$ cat src/rtl/jkff_sched_pkg.sv
// Shared types for the JK bitstream scheduler: FSM state encoding and JK input codes.
// Imported by jk_cell and jkff_sched.
package jkff_sched_pkg;

    typedef enum logic [1:0] {
        ST_IDLE  = 2'd0,
        ST_CLEAR = 2'd1,
        ST_RUN   = 2'd2,
        ST_DONE  = 2'd3
    } sched_state_t;

    // JK input codes, packed as {j, k}
    localparam logic [1:0] JK_HOLD = 2'b00;
    localparam logic [1:0] JK_CLR  = 2'b01;
    localparam logic [1:0] JK_SET  = 2'b10;
    localparam logic [1:0] JK_TGL  = 2'b11;

    function automatic logic jk_next(input logic q, input logic j, input logic k);
        logic r;
        case ({j, k})
            JK_HOLD: r = q;
            JK_SET:  r = 1'b1;
            JK_CLR:  r = 1'b0;
            default: r = ~q;
        endcase
        return r;
    endfunction

endpackage

$ cat src/rtl/jk_cell.sv
// Single JK flip-flop with synchronous clear and update enable; q_next is the
// value the flop would load this cycle, exposed so the caller can accumulate it.
module jk_cell
    import jkff_sched_pkg::*;
(
    input  logic clk,
    input  logic rst_n,
    input  logic clr,
    input  logic en,
    input  logic j,
    input  logic k,
    output logic q_next
);

    logic q_q;
    logic q_d;

    always_comb begin
        q_next = jk_next(q_q, j, k);
    end

    always_comb begin
        q_d = q_q;
        if (clr) begin
            q_d = 1'b0;
        end else if (en) begin
            q_d = q_next;
        end
    end

    always_ff @(posedge clk or negedge rst_n) begin
        if (!rst_n) begin
            q_q <= 1'b0;
        end else begin
            q_q <= q_d;
        end
    end

endmodule

$ cat src/rtl/jkff_sched.sv
// Time-shares one JK flip-flop among NREQ requesters, one WLEN-cycle window per grant,
// and reports the count of ones. Define JKFF_SCHED_FIXPRIO_EN for fixed-priority arbitration.
//
// state | meaning
// IDLE  | wait for a registered request, latch the arbitration winner
// CLEAR | clear JK state and ones counter, load window timer
// RUN   | grant cur_id, clock its J/K stream through the cell for WLEN cycles
// DONE  | hold result until res_ready
module jkff_sched
    import jkff_sched_pkg::*;
#(
    parameter  int NREQ = 4,
    parameter  int WLEN = 256,
    localparam int IDW  = $clog2(NREQ),
    localparam int CW   = $clog2(WLEN + 1)
) (
    input  logic            clk,
    input  logic            rst_n,
    input  logic [NREQ-1:0] req,
    input  logic [NREQ-1:0] j_in,
    input  logic [NREQ-1:0] k_in,
    output logic [NREQ-1:0] gnt,
    output logic            busy,
    output logic            res_valid,
    input  logic            res_ready,
    output logic [IDW-1:0]  res_id,
    output logic [CW-1:0]   res_cnt
);

    sched_state_t    state_q, state_d;
    logic [NREQ-1:0] req_q, req_d;
    logic [IDW-1:0]  cur_id_q, cur_id_d;
    logic [CW-1:0]   cnt_q, cnt_d;
    logic [CW-1:0]   tmr_q, tmr_d;
`ifndef JKFF_SCHED_FIXPRIO_EN
    logic [IDW-1:0]  rr_ptr_q, rr_ptr_d;
`endif

    logic            win_found;
    logic [IDW-1:0]  win_idx;
    int              idx;
    logic            jk_clr;
    logic            jk_en;
    logic            jk_q_next;
    logic            accept;

    // req is registered once; arbitration works on the registered copy
    always_comb begin
        req_d = req;
    end

    always_comb begin
        win_found = 1'b0;
        win_idx   = '0;
        idx       = 0;
        for (int i = 0; i < NREQ; i++) begin
`ifdef JKFF_SCHED_FIXPRIO_EN
            idx = i;
`else
            idx = int'(rr_ptr_q) + i;
            if (idx >= NREQ) begin
                idx = idx - NREQ;
            end
`endif
            if (!win_found && req_q[IDW'(idx)]) begin
                win_found = 1'b1;
                win_idx   = IDW'(idx);
            end
        end
    end

    assign accept = (state_q == ST_DONE) && res_ready;
    assign jk_clr = (state_q == ST_CLEAR);
    assign jk_en  = (state_q == ST_RUN);

    jk_cell u_jk (
        .clk    (clk),
        .rst_n  (rst_n),
        .clr    (jk_clr),
        .en     (jk_en),
        .j      (j_in[cur_id_q]),
        .k      (k_in[cur_id_q]),
        .q_next (jk_q_next)
    );

    always_ff @(posedge clk or negedge rst_n) begin
        if (!rst_n) begin
            state_q <= ST_IDLE;
        end else begin
            state_q <= state_d;
        end
    end

    always_comb begin
        state_d = state_q;
        case (state_q)
            ST_IDLE: begin
                if (win_found) begin
                    state_d = ST_CLEAR;
                end
            end
            ST_CLEAR: begin
                state_d = ST_RUN;
            end
            ST_RUN: begin
                if (tmr_q == CW'(1)) begin
                    state_d = ST_DONE;
                end
            end
            ST_DONE: begin
                if (accept) begin
                    state_d = ST_IDLE;
                end
            end
            default: begin
                state_d = ST_IDLE;
            end
        endcase
    end

    always_comb begin
        gnt       = '0;
        busy      = (state_q != ST_IDLE);
        res_valid = (state_q == ST_DONE);
        res_id    = '0;
        res_cnt   = '0;
        if (state_q == ST_RUN) begin
            gnt[cur_id_q] = 1'b1;
        end
        if (state_q == ST_DONE) begin
            res_id  = cur_id_q;
            res_cnt = cnt_q;
        end
    end

    // Window timer counts down from WLEN; the RUN cycle that sees 1 is the last one.
    always_comb begin
        cur_id_d = cur_id_q;
        cnt_d    = cnt_q;
        tmr_d    = tmr_q;
`ifndef JKFF_SCHED_FIXPRIO_EN
        rr_ptr_d = rr_ptr_q;
`endif
        case (state_q)
            ST_IDLE: begin
                if (win_found) begin
                    cur_id_d = win_idx;
                end
            end
            ST_CLEAR: begin
                cnt_d = '0;
                tmr_d = CW'(WLEN);
            end
            ST_RUN: begin
                cnt_d = cnt_q + CW'(jk_q_next);
                tmr_d = tmr_q - CW'(1);
            end
            ST_DONE: begin
`ifndef JKFF_SCHED_FIXPRIO_EN
                if (accept) begin
                    rr_ptr_d = (cur_id_q == IDW'(NREQ - 1)) ? '0 : cur_id_q + IDW'(1);
                end
`endif
            end
            default: begin
                cnt_d = cnt_q;
            end
        endcase
    end

    always_ff @(posedge clk or negedge rst_n) begin
        if (!rst_n) begin
            req_q    <= '0;
            cur_id_q <= '0;
            cnt_q    <= '0;
            tmr_q    <= '0;
        end else begin
            req_q    <= req_d;
            cur_id_q <= cur_id_d;
            cnt_q    <= cnt_d;
            tmr_q    <= tmr_d;
        end
    end

`ifndef JKFF_SCHED_FIXPRIO_EN
    always_ff @(posedge clk or negedge rst_n) begin
        if (!rst_n) begin
            rr_ptr_q <= '0;
        end else begin
            rr_ptr_q <= rr_ptr_d;
        end
    end
`endif

endmodule

$ cat config.mk
export PLATFORM = sky130hd
export DESIGN_NAME = jkff_sched
export DESIGN_NICKNAME = d
export VERILOG_FILES = /design/src/rtl/jkff_sched_pkg.sv /design/src/rtl/jk_cell.sv /design/src/rtl/jkff_sched.sv
export SDC_FILE = /design/constraint.sdc
export NUM_CORES = 1
export LEC_CHECK = 0
export ABC_AREA = 0
export BUFFER_PORTS_ARGS = -buffer_cell sky130_fd_sc_hd__buf_4
export CAP_MARGIN = 30
export CORE_MARGIN = 4
export CORE_UTILIZATION = 59
export CTS_BUF_LIST = sky130_fd_sc_hd__clkbuf_16
export CTS_CLUSTER_SIZE = 10
export DETAILED_ROUTE_END_ITERATION = 16
export GPL_TIMING_DRIVEN = 0
export PLACE_DENSITY = 0.95
export SLEW_MARGIN = 20
export SYNTH_ARGS = -nofsm -noshare
export SYNTH_HDL_FRONTEND = slang
export SYNTH_SLANG_ARGS = --single-unit
$ cat constraint.sdc
create_clock -name clk -period 6.69 [get_ports clk]
set_input_delay 1.0035 -clock clk [delete_from_list [all_inputs] [get_ports clk]]
set_output_delay 1.0035 -clock clk [all_outputs]
set_load 0.01 [all_outputs]
After elaboration in Yosys (flattened, before gate mapping)
Index checks and enable logic that the tools add are counted.
- $add $sub $neg: 10
- $lt $le $gt $ge: 10
- equal/unequal tests: 10
- muxes and demuxes: 43
- bitwise operators: 1
- reduce and logical (&&, ||, !) cells: 15
- operator list (kind ; number):
    $pmux 9 s2 ; 2
    $mux 2 ; 13
    $mux 1 ; 17
    $lt 2x4->1 const B ; 4
    $bmux 1 s2 ; 6
    $add 9x1->9 ; 1
    $eq 9x1->1 const B ; 1
    $ge 3x3->1 const B ; 3
    $mux 9 ; 1
    $sub 9x1->9 const B ; 1
    $eq 2x2->1 const B ; 4
    $pmux 2 s4 ; 1
    $sub 2x1->2 const B ; 4
    $add 2x2->3 const B ; 2
    $logic_and 1x1->1 ; 5
    $eq 2x1->1 const B ; 2
    $logic_not 2->1 ; 2
    $mux 4 ; 1
    $ne 2x1->1 const B ; 2
    $reduce_and 2->1 ; 2
    $reduce_bool 2->1 ; 2
    $add 2x1->3 const B ; 1
    $ge 2x3->1 const B ; 1
    $logic_not 1->1 ; 3
    8 further kinds ; 8
- bits in registers: 29
- input bits: 15
- output and inout port bits: 17

Depth between registers and ports, before layout
- depth after elaboration: 17
- mapped depth: 9
- gate-level depth less buffers: 8

Cells and area by module
Synthesis repeated with hierarchy kept, for this count alone.
- cell total of the unflattened synthesis: 182
- area total of the unflattened synthesis: 1762.9 um2
- modules (own cells, without submodules) (module ; times used ; cells each ; area an instance (um2) ; seq. area each (um2)):
    jkff_sched ; 1 ; 176 ; 1697.9 ; 700.7
    jk_cell ; 1 ; 6 ; 65.1 ; 25.0

Worst setup path after synthesis
Ideal clock, no wire load.
- path kind: input to register
- start point: in j_in[2]
- end point: reg cnt_q[8]
- library setup time: 0.131 ns
- arrival: 2.501 ns
- slack: 4.058 ns
- stages: 8
- path buffers: 0
- cells stage by stage: mux2_4 -> mux4_2 -> ha_1 -> ha_1 -> nand3_1 -> nor3_1 -> xnor2_1 -> nor2_1
- word-level cells in the longest chain between the ends: 6
- ends and longest elaborated chain (element ; RTL line ; source):
    start: declaration ; jkff_sched.sv:20 ; input logic [NREQ-1:0] j_in,
    $bmux 1 s2 * ; jkff_sched.sv:81 ; .j (j_in[cur_id_q]),
    $mux 1 (not written as such) * ; jkff_sched.sv:81 ;
    $eq 2x1->1, or another cell as far along ; jkff_sched_pkg.sv:20 ; case ({j, k})
    $pmux 1 s3 * ; jkff_sched_pkg.sv:20 ;
    $add 9x1->9 * ; jkff_sched.sv:155 ; cnt_d = cnt_q + CW'(jk_q_next);
    $pmux 9 s2 * ; jkff_sched.sv:144 ; case (state_q)
    end signal: assignment ; jkff_sched.sv:180 ; cnt_q <= cnt_d;
    end: declaration ; jkff_sched.sv:33 ; logic [CW-1:0] cnt_q, cnt_d;
Every way passes the cells marked *; elsewhere a longest branch is shown, timed or not. The select of a mux whose other input is x is not followed.
A chain may end at the register's enable or synchronous reset.

Worst setup path in the final report
- start point: reg state_q[0]
- end point: out gnt[3]
- word-level cells in the longest chain between the ends: 2
- ends and longest elaborated chain (element ; RTL line ; source):
    start: declaration ; jkff_sched.sv:30 ; sched_state_t state_q, state_d;
    start signal: assignment ; jkff_sched.sv:90 ; state_q <= state_d;
    $eq 2x2->1 ; jkff_sched.sv:127 ; if (state_q == ST_RUN) begin
    $mux 4 ; jkff_sched.sv:127 ;
    end: declaration ; jkff_sched.sv:22 ; output logic [NREQ-1:0] gnt,
Every way passes these cells.

==> flow_metrics.tcl <==
set metrics [dict create \
    grt_use_total_pct 24.3 \
    tritoncts "yes" \
    power_density_mw_per_mm2 229 \
    fp.coreArea_sq_mm 0.00276 \
    numCtsBuffers 5 \
    diodes 0 \
    syn_to_final_growth_pct 24.1 \
    clk-insertion-delay-late_ns 0.28 \
    period_minus_slack_ns 2.78 \
    fin_skew_ns 0.00575 \
    h-tree-depth 2 \
    cts.sinks 29 \
    critPathMaxFanout 10 \
    ios 32 \
    synth_top_area_cell "dfrtp_1" \
    power_mw 0.482 \
    p_leak_nw 1.01 \
    finalSetupViolations 0 \
    nets 239 \
    hold_class "register to register" \
    dr_wl_met3_um 284 \
    drt-initial-drc-count 117 \
    yosys-top-cells-count "dfrtp_1, and2_1, nor2_1" \
    cp.arrival_ns 1.77 \
    drive_above_1_share_pct 21.6 \
    synthArstFlopShare_pct 100 \
    die_w_um 61.7 \
    postCtsSetupBuffers 0 \
    grt_overflow 0 \
    ys.flop_type "dfrtp_1" \
    instances_no_fill 244 \
    synthCells 174 \
    critPathSlowestCell "dfrtp_1" \
    antenna_found_initial 0 \
    synthTopCellsByArea "dfrtp_1, ha_1, and2_1" \
    vdd_drop_max_mv 0.253 \
    dp_slack_ns 3.75 \
    synth_edf_count 0 \
    rows 19 \
    die_y_um 61.7 \
    path_cells "inv_1 > ha_1 > clkbuf_1 > and2_1 > buf_4" \
    tightestPinTransition_ns 0.498 \
    grt_pass1_wl_um 6470 \
    clk_pin_slew_ns 0.05 \
    drt_wl_total_um 4120 \
    yosysWarnings 0 \
    outcome "completed" \
    syn-cell-area_sq_mm 0.00170 \
    maxCapViolations 0 \
    grt_max_degree 30 \
    whs_ns 0.549 \
    cts_hold_buffers 0 \
    cts-root-buf "clkbuf_16" \
    cp-end-kind "primary output" \
    via_count 1470 \
    wl_met2_um 2150 \
    wl_met1_um 1530 \
    placed_area_sq_mm 0.00197 \
    clk_path_buf_depth 2 \
    place_hpwl_um 2870 \
    post_cts_resized 0 \
    slew_headroom_pct 66.0 \
    wl_per_cell_um 16.9 \
    drc 0 \
    fin_ws_ns 3.91 \
    finalHoldViolations 0 \
    finish.utilization_pct 76.5 \
    syn_nets 201 \
    ant_nets 0 \
    start_util_pct 61.7 \
    fill_cells 191 \
    startpoint_type "register" \
    via_per_inst 6.02 \
    ys_seq_area_share_pct 42.7 \
    top_layer_used "met4" \
    period_share_pct 41.5 \
    dp.cells 236 \
    max_freq_mhz 360 \
    synth_top_area_share_pct 42.7 \
    ys_seq_elements 29 \
    dr.pass1.iters 5 \
    seq_area_sq_um 726 \
    port_buffers 31 \
    synth.distinct_cells 38 \
    globalplace.congestion 0.830 \
    yosysMostFrequentCell "dfrtp_1" \
    grt_pass1_vias 1444 \
    multi_input_area_sq_um 900 \
    fin_area_sq_mm 0.00211 \
    die-area_sq_mm 0.00381 \
    critPathMaxStageDelay_ns 0.42 \
    syn_avg_cell_area_sq_um 9.77 \
    setup-tns-final_ns 0 \
    critPathKind "register to primary output" \
    cp.required_ns 5.69 \
    rsz0062_at_grt "no" \
    slew_violations 0 \
]
[cells in the final DEF, fill, tap and decap left out, types with 2 or more instances in the layout]
master	n
a21oi_1	7
a22o_1	3
and2_1	14
buf_4	31
clkbuf_1	5
clkbuf_16	5
clkinv_1	3
dfrtp_1	29
ha_1	12
inv_1	11
mux2_4	2
mux2i_1	8
nand2_1	10
nand2b_1	5
nand3_1	11
nand3b_1	2
nor2_1	13
nor2b_1	2
nor3_1	4
o21ai_0	9
o31ai_1	4
or3_1	2
xnor2_1	2
xor2_1	2
[routing by layer]
metal  vias up  GRT usage, %
li1        678             -
met5         -             0
met3        17          5.24
met2        61          40.7
met1       714          27.4
met4         0          17.0
[worst max-delay path, delay by kind of cell (launching register included)]
| family | cells | cell delay, ns |
|---|---|---|
| fa+ha+maj | 1 | 0.20 |
| buf+inv | 3 | 0.65 |
| flops | 1 | 0.42 |
| simple gates | 1 | 0.23 |
[final timing paths]
kind / slack (ns) / startpoint / to / depth (start not counted)
setup / recovery: 3.91 / state_q[0] / gnt[3] / 5
hold / removal: 0.55 / cnt_q[3] / cnt_q[3] / 1
setup reg to reg: 4.26 / cur_id_q[0] / cnt_q[8] / 9
hold reg to reg: 0.55 / cnt_q[3] / cnt_q[3] / 1
max in group asynchronous: 5.78 / rst_n / req_q[1] / 1
min in group asynchronous: 0.64 / rst_n / req_q[3] / 1
[power by group]
part / internal (mW) / switching, mW
combinational: 0.0268 / 0.0299
clock: 0.134 / 0.0738
sequential: 0.196 / 0.0224
total: 0.356 / 0.126
[state kept, by name (all words and copies together) (netlist names)]
name and count:
tmr_q 9, cnt_q 9, cur_id_q 2, rr_ptr_q 2, state_q 2, req_q 4
u_jk.q_q 1
[cells by family after synthesis]
kind of cell	synth area share, %
XOR/XNOR	2.06
adder cells (fa/ha/maj)	8.83
AND/OR/NAND/NOR	22.1
buffers and inverters	4.41
flip-flops	42.7
multiplexers	8.46
AO/OA/AOI/OAI	11.5
[area by class of cell]
class / count / area share, %
clock buffer: 5 / 5.93
buffer: 6 / 1.42
multi-input combinational: 127 / 42.6
timing repair buffer: 31 / 11.0
tap: 31 / 1.84
sequential: 29 / 34.4
inverter: 12 / 2.14
clock inverter: 3 / 0.593
Power figures use the tool's default switching activity.
